==> src/rtl/tmnt_snd_pkg.sv <==
// -----------------------------------------------------------------------------
// tmnt_snd_pkg
// Shared constants and helpers for the TMNT 68000 -> Z80 sound bridge.
//   ACC_W_DEF   : default phase accumulator width
//   calc_inc()  : phase increment for a target rate from a given clock
//   FIFO_DEPTH  : sound-command FIFO depth (TMNT_SNDLATCH_FIFO_EN build)
//   FIFO_PTR_W  : FIFO pointer width
// -----------------------------------------------------------------------------
package tmnt_snd_pkg;

    localparam int unsigned ACC_W_DEF  = 24;
    localparam int unsigned FIFO_DEPTH = 4;
    localparam int unsigned FIFO_PTR_W = 2;

    typedef logic [7:0] snd_code_t;

    // round(target_hz * 2^acc_w / clk_hz)
    function automatic longint unsigned calc_inc(
        input longint unsigned clk_hz,
        input longint unsigned target_hz,
        input int unsigned     acc_w
    );
        return ((target_hz << acc_w) + (clk_hz / 2)) / clk_hz;
    endfunction

endpackage

==> src/rtl/tmnt_frac_ce.sv <==
// -----------------------------------------------------------------------------
// tmnt_frac_ce
// Fractional clock-enable generator: a phase accumulator advanced by INC each
// clock; the registered carry out is a one-cycle enable whose long-run rate is
// INC / 2^ACC_W of the clock. The residue stays in the accumulator, so there is
// no cumulative drift.
// Ports:
//   clk_main : system clock
//   reset    : asynchronous, active-high reset
//   ce       : single-cycle enable pulse
// -----------------------------------------------------------------------------
module tmnt_frac_ce #(
    parameter int unsigned ACC_W = 24,
    parameter int unsigned INC   = 2502283
) (
    input  logic clk_main,
    input  logic reset,
    output logic ce
);

    localparam logic [ACC_W-1:0] INC_V = ACC_W'(INC);

    logic [ACC_W-1:0] acc_q, acc_d;
    logic             ce_q,  ce_d;
    logic [ACC_W:0]   sum;

    always_comb begin
        sum   = {1'b0, acc_q} + {1'b0, INC_V};
        acc_d = sum[ACC_W-1:0];
        ce_d  = sum[ACC_W];
    end

    always_ff @(posedge clk_main or posedge reset) begin
        if (reset) begin
            acc_q <= '0;
            ce_q  <= 1'b0;
        end else begin
            acc_q <= acc_d;
            ce_q  <= ce_d;
        end
    end

    assign ce = ce_q;

endmodule

==> src/rtl/tmnt_sound_if.sv <==
// -----------------------------------------------------------------------------
// tmnt_sound_if
// Bridge between the 68000 main board and the Z80 sound subsystem.
//   - Z80 (3.58 MHz) and 640 kHz clock enables from clk_main.
//   - Sound code captured from cpu_dout during the SNDDT strobe and committed
//     on its rising edge.
//   - SNDON rising edge raises a Z80 interrupt held until acknowledged.
// Optional build macro: TMNT_SNDLATCH_FIFO_EN replaces the single sound latch
// with a 4-entry command FIFO and enables the sticky snd_ovf flag.
// Ports:
//   clk_main     in   system clock (24 MHz)
//   reset        in   asynchronous, active-high reset
//   snd_wr_n     in   SNDDT strobe, active low
//   snd_on       in   SNDON level
//   cpu_dout     in   68k data bus low byte
//   z80_ce       out  Z80 clock enable
//   ce_640k      out  640 kHz enable
//   z80_latch_rd in   Z80 read of sound-code port (qualified by z80_ce)
//   z80_iack     in   Z80 interrupt acknowledge (qualified by z80_ce)
//   z80_din      out  sound code to Z80
//   z80_int_n    out  Z80 INT, active low
//   snd_ovf      out  sticky FIFO overflow (0 in single-latch build)
// -----------------------------------------------------------------------------
module tmnt_sound_if
    import tmnt_snd_pkg::*;
#(
    parameter int unsigned ACC_W   = ACC_W_DEF,
    parameter int unsigned Z80_INC = 2502283,
    parameter int unsigned SND_INC = 447392
) (
    input  logic       clk_main,
    input  logic       reset,
    input  logic       snd_wr_n,
    input  logic       snd_on,
    input  logic [7:0] cpu_dout,
    output logic       z80_ce,
    output logic       ce_640k,
    input  logic       z80_latch_rd,
    input  logic       z80_iack,
    output logic [7:0] z80_din,
    output logic       z80_int_n,
    output logic       snd_ovf
);

    // ------------------------------------------------------------------ enables
    tmnt_frac_ce #(
        .ACC_W (ACC_W),
        .INC   (Z80_INC)
    ) u_z80_ce (
        .clk_main (clk_main),
        .reset    (reset),
        .ce       (z80_ce)
    );

    tmnt_frac_ce #(
        .ACC_W (ACC_W),
        .INC   (SND_INC)
    ) u_snd_ce (
        .clk_main (clk_main),
        .reset    (reset),
        .ce       (ce_640k)
    );

    // ------------------------------------------------------- strobe / edge regs
    logic      wr_s1_q, wr_s1_d;
    logic      wr_s2_q, wr_s2_d;
    logic      on_s1_q, on_s1_d;
    logic      on_s2_q, on_s2_d;
    snd_code_t hold_q,  hold_d;
    logic      irq_pend_q, irq_pend_d;

    logic commit;
    logic on_edge;
    logic iack_ce;

    always_comb begin
        wr_s1_d = snd_wr_n;
        wr_s2_d = wr_s1_q;
        on_s1_d = snd_on;
        on_s2_d = on_s1_q;
        hold_d  = snd_wr_n ? hold_q : cpu_dout;

        commit  = wr_s1_q & ~wr_s2_q;
        on_edge = on_s1_q & ~on_s2_q;
        iack_ce = z80_iack & z80_ce;

        // A new edge wins over a simultaneous acknowledge.
        irq_pend_d = on_edge | (irq_pend_q & ~iack_ce);
    end

    always_ff @(posedge clk_main or posedge reset) begin
        if (reset) begin
            wr_s1_q    <= 1'b1;
            wr_s2_q    <= 1'b1;
            on_s1_q    <= 1'b0;
            on_s2_q    <= 1'b0;
            hold_q     <= '0;
            irq_pend_q <= 1'b0;
        end else begin
            wr_s1_q    <= wr_s1_d;
            wr_s2_q    <= wr_s2_d;
            on_s1_q    <= on_s1_d;
            on_s2_q    <= on_s2_d;
            hold_q     <= hold_d;
            irq_pend_q <= irq_pend_d;
        end
    end

    assign z80_int_n = ~irq_pend_q;

`ifdef TMNT_SNDLATCH_FIFO_EN
    // --------------------------------------------------------- command FIFO
    localparam logic [FIFO_PTR_W:0] FULL_CNT = (FIFO_PTR_W + 1)'(FIFO_DEPTH);

    logic [FIFO_DEPTH-1:0][7:0] mem_q,    mem_d;
    logic [FIFO_PTR_W-1:0]      wr_ptr_q, wr_ptr_d;
    logic [FIFO_PTR_W-1:0]      rd_ptr_q, rd_ptr_d;
    logic [FIFO_PTR_W:0]        count_q,  count_d;
    snd_code_t                  last_q,   last_d;
    logic                       ovf_q,    ovf_d;

    logic do_pop;
    logic do_push;

    always_comb begin
        mem_d    = mem_q;
        wr_ptr_d = wr_ptr_q;
        rd_ptr_d = rd_ptr_q;
        last_d   = last_q;
        ovf_d    = ovf_q;

        do_pop  = z80_latch_rd & z80_ce & (count_q != '0);
        // A pop in the same cycle frees the slot, so a full FIFO still accepts.
        do_push = commit & ((count_q != FULL_CNT) | do_pop);

        if (do_pop) begin
            last_d   = mem_q[rd_ptr_q];
            rd_ptr_d = rd_ptr_q + 1'b1;
        end
        if (do_push) begin
            mem_d[wr_ptr_q] = hold_q;
            wr_ptr_d        = wr_ptr_q + 1'b1;
        end
        if (commit & ~do_push) begin
            ovf_d = 1'b1;
        end

        count_d = count_q + {{FIFO_PTR_W{1'b0}}, do_push}
                          - {{FIFO_PTR_W{1'b0}}, do_pop};
    end

    always_ff @(posedge clk_main or posedge reset) begin
        if (reset) begin
            mem_q    <= '0;
            wr_ptr_q <= '0;
            rd_ptr_q <= '0;
            count_q  <= '0;
            last_q   <= '0;
            ovf_q    <= 1'b0;
        end else begin
            mem_q    <= mem_d;
            wr_ptr_q <= wr_ptr_d;
            rd_ptr_q <= rd_ptr_d;
            count_q  <= count_d;
            last_q   <= last_d;
            ovf_q    <= ovf_d;
        end
    end

    // Empty FIFO keeps presenting the most recently popped byte.
    assign z80_din = (count_q != '0) ? mem_q[rd_ptr_q] : last_q;
    assign snd_ovf = ovf_q;

`else
    // --------------------------------------------------------- single latch
    snd_code_t din_q, din_d;
    logic      unused_rd;

    always_comb begin
        din_d = commit ? hold_q : din_q;
    end

    always_ff @(posedge clk_main or posedge reset) begin
        if (reset) begin
            din_q <= '0;
        end else begin
            din_q <= din_d;
        end
    end

    // Z80 reads are non-destructive on a plain latch.
    assign unused_rd = z80_latch_rd;
    assign z80_din   = din_q;
    assign snd_ovf   = 1'b0;
`endif

endmodule

==> config.mk <==
export PLATFORM = sky130hd
export DESIGN_NAME = tmnt_sound_if
export DESIGN_NICKNAME = d
export VERILOG_FILES = /design/src/rtl/tmnt_snd_pkg.sv /design/src/rtl/tmnt_frac_ce.sv /design/src/rtl/tmnt_sound_if.sv
export SDC_FILE = /design/constraint.sdc
export NUM_CORES = 1
export LEC_CHECK = 0
export CORE_ASPECT_RATIO = 0.5
export CORE_UTILIZATION = 45
export DETAILED_ROUTE_END_ITERATION = 7
export PLACE_DENSITY_LB_ADDON = 0.15
export SLEW_MARGIN = 0
export SYNTH_ARGS = -nofsm -noshare
export SYNTH_HDL_FRONTEND = slang
export SYNTH_HIERARCHICAL = 1
export SYNTH_SLANG_ARGS = --single-unit
==> constraint.sdc <==
create_clock -name clk_main -period 1.7 [get_ports clk_main]
set_clock_uncertainty 0.05 [all_clocks]
set_input_delay 0.255 -clock clk_main [delete_from_list [all_inputs] [get_ports clk_main]]
set_output_delay 0.255 -clock clk_main [all_outputs]
set_load 0.1 [all_outputs]
# Word level (Yosys, flattened, before mapping)
# Index checks and enable logic that the tools add are counted.
# word_totals
register_bits,71
output_inout_bits,12
wordCells,22
# classes
addsub,2
n_bitwise,9
# op_table
op,n
24-bit by 19-bit adder with 25-bit output (second input constant),1
24-bit by 22-bit adder with 25-bit output (second input constant),1
1-bit AND,4
1-bit NOT,4
1-bit OR,1

# Longest topological paths before layout
# Gate-level depths: netlist of the first run.
# logic_depth
depth_word,4
depth_mapped,7
mapped_depth_nobuf,7

# Hierarchy
# The synthesis of the first run kept the hierarchy.
# by_module_without_submodules
mod,cells_each,area_per_inst_um2,n_inst
tmnt_frac_ce at u_z80_ce,123,1232.4,1
tmnt_frac_ce at u_snd_ce,78,930.9,1
tmnt_sound_if,47,787.0,1

# Least setup slack after synthesis of the first run
# No wires, ideal clock.
# synth_path
path_type,flip-flop to flip-flop
from,register u_snd_ce.acc_q[5]
to,register u_snd_ce.acc_q[21]
slack_ps,103
stages_incl_launch_ff,6
synth_period_minus_slack_ps,1597
t_arrival_ps,1460
n_path_buf,0
t_required_ps,1563
cell_sequence,dfrtp_1 -> ha_1 -> nor4_2 -> o31ai_4 -> or4b_1 -> o211ai_1
# synth_between
elab_chain_len,1
# synth_rtl
element,line,text
from (decl),tmnt_frac_ce.sv:23,"logic [ACC_W-1:0] acc_q, acc_d;"
from (signal assigned),tmnt_frac_ce.sv:35,acc_q <= '0;
from (signal assigned),tmnt_frac_ce.sv:38,acc_q <= acc_d;
24-bit by 19-bit adder with 25-bit output,tmnt_frac_ce.sv:28,"sum = {1'b0, acc_q} + {1'b0, INC_V};"
via u_snd_ce.sum[21],tmnt_frac_ce.sv:25,logic [ACC_W:0] sum;
# The timed path passes the listed nets, and every way through them passes these cells.
# A chain may end at the register's enable or synchronous reset.

# Worst setup path in the final report of the first run
# layout_path
from,register u_z80_ce.acc_q[1]
to,register u_z80_ce.acc_q[23]
# layout_between
elab_chain_len,1
# layout_rtl
element,line
from (decl),tmnt_frac_ce.sv:23
from (signal assigned),tmnt_frac_ce.sv:35
from (signal assigned),tmnt_frac_ce.sv:38
24-bit by 22-bit adder with 25-bit output,tmnt_frac_ce.sv:28
via u_z80_ce.sum[23],tmnt_frac_ce.sv:25
# The timed path passes the listed nets, and every way through them passes these cells.

==> impl_summary.txt, run 1 <==
----------------------------------------------------
[Worst setup path]
  Number of cells on the worst reg-to-reg path ... 5
  Cells along the critical path ... o21a_1 > o211ai_2 > or3b_4 > mux2i_1 > o2111ai_1
  Startpoint of the most critical register-to-register path ... u_z80_ce/acc_q[1]
  Highest net fanout along the worst path ... 3
  Dominant delay contributor by cell family on the critical path ... compound AO/OA/AOI/OAI gates
  Critical path startpoint category ... flip-flop
  Required time of the critical path ... 1.83 ns
  Cell with the largest stage delay on the worst path ... or3b_4
  CP endpoint kind ... flip-flop
  Worst reg-to-reg setup slack ... 0.05 ns
  Endpoint of the worst-slack reg-to-reg timing path ... u_z80_ce/acc_q[23]
  Startpoint-to-endpoint class of the critical path ... reg -> reg
  Total buffers and inverters traversed by the critical path ... 0
  CP Capture Point ... u_z80_ce/acc_q[23]
  Crit path DAT ... 1.78 ns
  Beginning of the critical path ... u_z80_ce/acc_q[1]
  Number of logic stages on the critical path including buffering ... 5
  CP peak stage delay ... 0.42 ns

[Routing]
  Final wirelength ... 5.372 mm
  Drt first pass iters ... 4
  DRC violation total after the first TritonRoute iteration ... 98
  WL/cell ... 13.77 um
  Vias per std cell ... 5.141
  Antenna violation net count after detailed routing ... 0
  Routed via count ... 2005
  Total DRC errors in the routed layout ... 0

[Pwr]
  Static leakage power ... 1.638 nW
  Cell area power density ... 1025 nW/um^2
  Largest vdd supply drop ... 494.2 uV

[Cells and area]
  Number of nets in the layout ... 313
  Antenna Diode Count ... 0
  Area overhead of the layout relative to synthesis ... 30.45%
  Most used cells in the layout excluding fill and tap cells ... 62 x dfrtp_1, 23 x nand2_1, 23 x xnor2_1
  Cell Count, Final, Fillers Out ... 390
  Layout Cell Area excl Fill ... 3849 um^2
  Fraction of layout cells with a size suffix above 1 ... 28.15%
  Final core utilization ... 62.02%
  Most common library cell in the layout ignoring fill and taps ... dfrtp_1

[STA]
  Final critical delay including setup and external delays ... 1.651 ns
  Highest clock frequency the design can meet ... 605.8 MHz
  RSZ-0062 raised after global routing ... yes
  Final count of negative-setup-slack endpoints ... 0
  Share of the cycle needed by the critical path after routing ... 97.10%
  Total count of max-transition violations in the final report ... 0
  Slew at the pin closest to its max-slew limit ... 0.5187 ns
  Relative max-transition margin ... 65.13%
  Final Hold Fails ... 0

[Yosys]
  Cells after synthesis ... 248
  Proportion of synthesized chip area in sequential cells ... 56.06%
  EDFF count, synth ... 0
  Distinct cell type count of the synthesized netlist ... 52
  Number of warnings issued by yosys ... 6
  Post-synthesis cell area ... 2950 um^2
  Total nets after synthesis ... 264
  Post-synthesis sequential element count ... 66
  Avg Synthesized Cell Area ... 11.90 um^2
  Share of synthesized flip-flops with an asynchronous set or reset ... 100.0%
  Commonest register cell after synthesis ... dfrtp_1

[Placement]
  Sum of net half-perimeters after detailed placement ... 3.698 mm
  Placed cell count ... 374
  Final Wtd Congestion ... 0.8262
  IO buf count ... 23
  DP Area ... 3520 um^2

[GRT]
  Via count of the first global-routing pass ... 2014
  GRT Total Usage ... 18.42%
  Initial antenna violation count ... 0
  Largest net degree at the start of global routing ... 26
  Total gr overflow ... 0
  Global-route wire length before repair ... 9.142 mm

[Flow run]
  Max-Cap Viols ... 0

[Clocking]
  Root buf cell ... clkbuf_16
  Clock latency on the worst-skew pair ... 0.32 ns
  Hold Buf Count CTS ... 0
  TritonCTS clock tree ... done
  Clock transition at the register clock pins on the worst setup and hold paths after CTS ... 0.05 ns
  CTS buffer count ... 9
  H-tree level count ... 3
  Number of sinks on the clock net ... 66
  Maximum count of clock buffers along a single path ... 2

[Floorplan]
  Die height ... 59.26 um
  Core Box Area ... 6206 um^2
  Die span in x ... 116.5 um
  Boundary pin count ... 26
  Placement Rows ... 20
  Initial Util ... 47.54%
  Total die area ... 6904 um^2

[Outcome]
  Outcome ... completed

[Worst hold path]
  Hold/Removal Path Class ... in -> async

----------------------------------------------------
report_power, final:
group | switching (W) | internal [W] | leakage [nW] | total [W]
clock network | 0.000603 | 0.00102 | 0.133 | 0.00162
registers | 0.0000559 | 0.00164 | 0.777 | 0.00170
logic | 0.000385 | 0.000243 | 0.727 | 0.000628
total | 0.00104 | 0.00290 | 1.64 | 0.00394
flip-flops by register name, indices dropped and copies added, names as in the netlist:
name,cells
u_z80_ce/acc_q,24
u_snd_ce/acc_q,19
hold_q,8
z80_din,8
irq_pend_q,1
on_s1_q,1
on_s2_q,1
u_snd_ce/ce,1
u_z80_ce/ce,1
wr_s1_q,1
wr_s2_q,1
per-layer routing:
layer  global-route usage, %  vias up  share of wire [%]
met5                       0        -                  0
met4                   8.242        0                1.1
met3                   7.975        8                3.7
met2                   30.52       32                 51
met1                   21.01     1004                 44
li1                        -      961                  -
cell families (layout without fill, tap and decap cells):
family / Yosys count / count (layout) / synth area share (%)
compound gates: 41 / 41 / 10.69
xor+xnor: 32 / 32 / 9.500
flops: 66 / 66 / 56.06
other cells: 1 / 1 / 0.1271
simple gates: 70 / 70 / 12.98
buf+inv: 19 / 73 / 2.841
mux: 17 / 17 / 6.955
fa+ha+maj: 2 / 2 / 0.8480
worst min-delay path by stage:
stage / startpoint / end / slack (ns) / cells past startpoint
global route: reset / irq_pend_q / 0.29 / 3
global placement: on_s1_q / on_s2_q / 0.31 / 0
finish: reset / irq_pend_q / 0.26 / 3
CTS: reset / on_s2_q / 0.26 / 3
detailed placement: on_s1_q / on_s2_q / 0.33 / 0
floorplan: reset / u_snd_ce/acc_q[10] / 0.17 / 1
area by class of cell:
cell class / instances / area [um^2]
Fill cell: 520 / 2357
Sequential cell: 66 / 1657
Multi-Input combinational cell: 163 / 1266
Timing Repair Buffer: 43 / 498.0
Clock buffer: 13 / 250.2
Tap cell: 88 / 110.1
Inverter: 14 / 52.55
Clock inverter: 3 / 15.01
synth_stat cells, drive strengths merged (2+ instances only):
cell type | number | area [um^2]
nor2 | 15 | 56.30
nor2b | 2 | 12.51
mux2 | 16 | 195.2
and4 | 2 | 17.52
dfrtp | 64 | 1602
nand3 | 5 | 37.54
nand2 | 24 | 90.09
o31ai | 3 | 36.28
o311ai | 2 | 17.52
ha | 2 | 25.02
nand4 | 3 | 18.77
xnor2 | 23 | 201.4
a21oi | 8 | 40.04
inv | 14 | 52.55
nand2b | 2 | 20.02
o221ai | 2 | 17.52
o211ai | 4 | 35.03
nor3 | 2 | 10.01
a31oi | 4 | 25.02
a211oi | 2 | 20.02
buf | 3 | 23.77
and3 | 6 | 37.54
xor2 | 9 | 78.83
o21ai | 8 | 40.03
nor3b | 2 | 15.01
o2111ai | 2 | 17.52
clkbuf | 2 | 7.510
dfstp | 2 | 52.55
worst min-delay path: cells and delay by family:
kind | cells | cell delay [ns]
buffers and inverters | 3 | 0.75
through the flow:
stage	total power (W)	TNS, ns	worst slack, ns	hold slack (ns)
after CTS	0.004014	0	0.005042	0.2577
after detailed placement	0.002353	0	0.01845	0.3300
after global placement	0.002340	0	0.05386	0.3120
after floorplan	0.002097	0	0.1032	0.1688
after global routing	0.004106	-0.07086	-0.05961	0.2919
final	0.003943	0	0.04933	0.2602
what timing repair did:
item	in CTS	in global routing
resized for setup	0	17
setup endpoints to repair	0	17
setup buffers	0	1
(Power assumes the default switching activity.)
==> run 2: changes to the inputs <==
- CORE_UTILIZATION: 45 -> 51
- CTS_BUF_LIST: unset -> sky130_fd_sc_hd__clkbuf_4 sky130_fd_sc_hd__clkbuf_8 sky130_fd_sc_hd__clkbuf_16
- CTS_CLUSTER_SIZE: unset -> 25
==> impl_summary.txt, run 2 (same netlist as run 1, synthesis figures left out) <==
----------------------------------------------------
[Floorplan]
  Die height ... 55.78 um (-5.9%)
  Placement Rows ... 19 (-5.0%)
  Die span in x ... 109.6 um (-6.0%)
  Core Box Area ... 5539 um^2 (-11%)
  Boundary pin count ... 26 (unchanged)
  Initial Util ... 53.26% (+5.7 points)
  Total die area ... 6112 um^2 (-11%)

[Cells and area]
  Fraction of layout cells with a size suffix above 1 ... 27.00% (-1.1 points)
  Antenna Diode Count ... 0 (unchanged)
  Most common library cell in the layout ignoring fill and taps ... dfrtp_1
  Footprint of the multi-input gates ... 1262 um^2 (-0.30%)
  Cell Count, Final, Fillers Out ... 373 (-4.4%)
  Fill cell count ... 433 (-17%)
  Number of nets in the layout ... 311 (-0.64%)
  Register with the highest flop count ... u_z80_ce/acc_q
  Area overhead of the layout relative to synthesis ... 29.81%
  Max reg flops ... 24 (unchanged)
  Largest registers ... u_z80_ce/acc_q (24), u_snd_ce/acc_q (19)
  Sequential cell area ... 1655 um^2 (about the same)
  Most used cells in the layout excluding fill and tap cells ... 63 x dfrtp_1, 24 x nand2_1, 23 x xnor2_1

[Flow run]
  Max-Cap Viols ... 0 (unchanged)

[Pwr]
  Largest vdd supply drop ... 885.4 uV (+79%)
  Share of total power in combinational logic ... 15.2% (-0.7 points)
  Clock power share ... 43.7% (+2.6 points)
  Design internal power ... 0.003056 W (+5.4%)
  Portion of total power attributed to sequential cells ... 41.1% (-1.9 points)
  Cell area power density ... 1075 nW/um^2 (+4.9%)
  Static leakage power ... 1.641 nW (+0.17%)
  Switching Fraction ... 25.79% (-0.67 points)
  Sw power ... 0.001062 W (+1.8%)

[STA]
  Highest clock frequency the design can meet ... 609.1 MHz (+0.54%)
  Share of the cycle needed by the critical path after routing ... 96.58% (-0.52 points)
  Final critical delay including setup and external delays ... 1.642 ns (-0.008867 ns)
  Final count of negative-setup-slack endpoints ... 0 (unchanged)
  Sum Neg Setup Slack ... 0 ns (unchanged)
  Final Hold Fails ... 0 (unchanged)
  RSZ-0062 raised after global routing ... yes
  Total count of max-transition violations in the final report ... 0 (unchanged)

[Placement]
  IO buf count ... 23 (unchanged)
  Final Wtd Congestion ... 0.8037 (-2.7%)
  Sum of net half-perimeters after detailed placement ... 3.535 mm (-4.4%)
  Placed cell count ... 356 (-4.8%)

[Worst setup path]
  CP endpoint kind ... flip-flop
  Highest net fanout along the worst path ... 3 (unchanged)
  Startpoint-to-endpoint class of the critical path ... reg -> reg
  Crit path DAT ... 1.79 ns (about the same)
  Critical path startpoint category ... flip-flop
  Required time of the critical path ... 1.84 ns (about the same)

[Routing]
  Drt first pass iters ... 5 (+1)
  WL/cell ... 14.23 um (+3.3%)
  Vias per std cell ... 5.351 (+4.1%)
  DRC violation total after the first TritonRoute iteration ... 127 (+30%)
  Total DRC errors in the routed layout ... 0 (unchanged)
  Antenna violation net count after detailed routing ... 0 (unchanged)
  Routed via count ... 1996 (-0.45%)
  Final wirelength ... 5.307 mm (-1.2%)

[Clocking]
  Number of sinks on the clock net ... 66 (unchanged)
  CTS buffer count ... 9 (unchanged)
  Root buf cell ... clkbuf_16
  Clock transition at the register clock pins on the worst setup and hold paths after CTS ... 0.05 ns (about the same)
  H-tree level count ... 3 (unchanged)
  TritonCTS clock tree ... done
  Maximum count of clock buffers along a single path ... 2 (unchanged)
  Clock latency on the worst-skew pair ... 0.33 ns (about the same)

[GRT]
  GRT Total Usage ... 20.00% (+1.6 points)
  Total gr overflow ... 0 (unchanged)
  Via count of the first global-routing pass ... 2010 (-0.20%)
  Largest net degree at the start of global routing ... 26 (unchanged)
  Initial antenna violation count ... 0 (unchanged)
  Global-route wire length before repair ... 9.066 mm (-0.83%)

[Worst hold path]
  Hold/Removal Path Class ... in -> async

[Outcome]
  Outcome ... completed

----------------------------------------------------
[run 2: per-stage QoR]
stage / util [%] / hold WS (ns) / area (um^2) / total power [W] / setup WS, ns
after global placement: 62.80 / 0.3101 / 3478 / 0.002339 / 0.07898
final: 69.14 / 0.2573 / 3830 / 0.004118 / 0.05820
after global routing: 69.14 / 0.3157 / 3830 / 0.004265 / -0.02398
after floorplan: - / 0.1688 / 2950 / 0.002097 / 0.1032
after CTS: 68.08 / 0.2588 / 3771 / 0.004185 / 0.01968
after detailed placement: 62.80 / 0.3195 / 3478 / 0.002352 / 0.04334
[run 2: routing by layer]
layer	GRT usage (%)	vias up	wire length, um
li1	-	959	-
met1	25.19	995	2441
met2	31.00	33	2569
met3	6.792	9	221
met4	9.714	0	74
met5	0	-	0
[run 2: power groups by stage]
stage               Clock (W)  Combinational, W  Sequential (W)
floorplan                   0          0.000129         0.00197
global placement            0          0.000625         0.00171
detailed placement          0          0.000631         0.00172
CTS                   0.00186          0.000632         0.00169
global route          0.00192          0.000648         0.00170
finish                0.00180          0.000624         0.00169
[run 2: area by class of cell]
cell class / count / share of cell area, %
flip-flops and latches: 66 / 43.22
multi-input cells: 163 / 32.96
repair buffers: 41 / 12.41
clock buffers: 12 / 6.468
well taps: 73 / 2.385
inverters: 14 / 1.372
clock inverters: 4 / 1.176
[run 2: critical path: stages (launching register included)]
cell and delay, ns:
dfrtp_1 0.37, o21a_1 0.21, o211ai_2 0.18, or3b_4 0.42, mux2i_1 0.16, o2111ai_1 0.12
[run 2: final timing paths]
path | from | endpoint | slack [ns] | cells after the start
min in group clk_main | on_s1_q | on_s2_q | 0.33 | 0
max in group asynchronous | reset | wr_s2_q | 1.06 | 3
worst max register to register | u_z80_ce/acc_q[0] | u_z80_ce/acc_q[23] | 0.06 | 5
worst min register to register | on_s1_q | on_s2_q | 0.33 | 0
worst max-delay path | u_z80_ce/acc_q[0] | u_z80_ce/acc_q[23] | 0.06 | 5
worst min-delay path | reset | u_snd_ce/acc_q[11] | 0.26 | 3
[run 2: what timing repair did]
action | in CTS | in global routing
gates resized for setup | 0 | 11
endpoints found under the setup margin | 0 | 11
buffers inserted | 0 | 1
hold buffers | 0 | 0
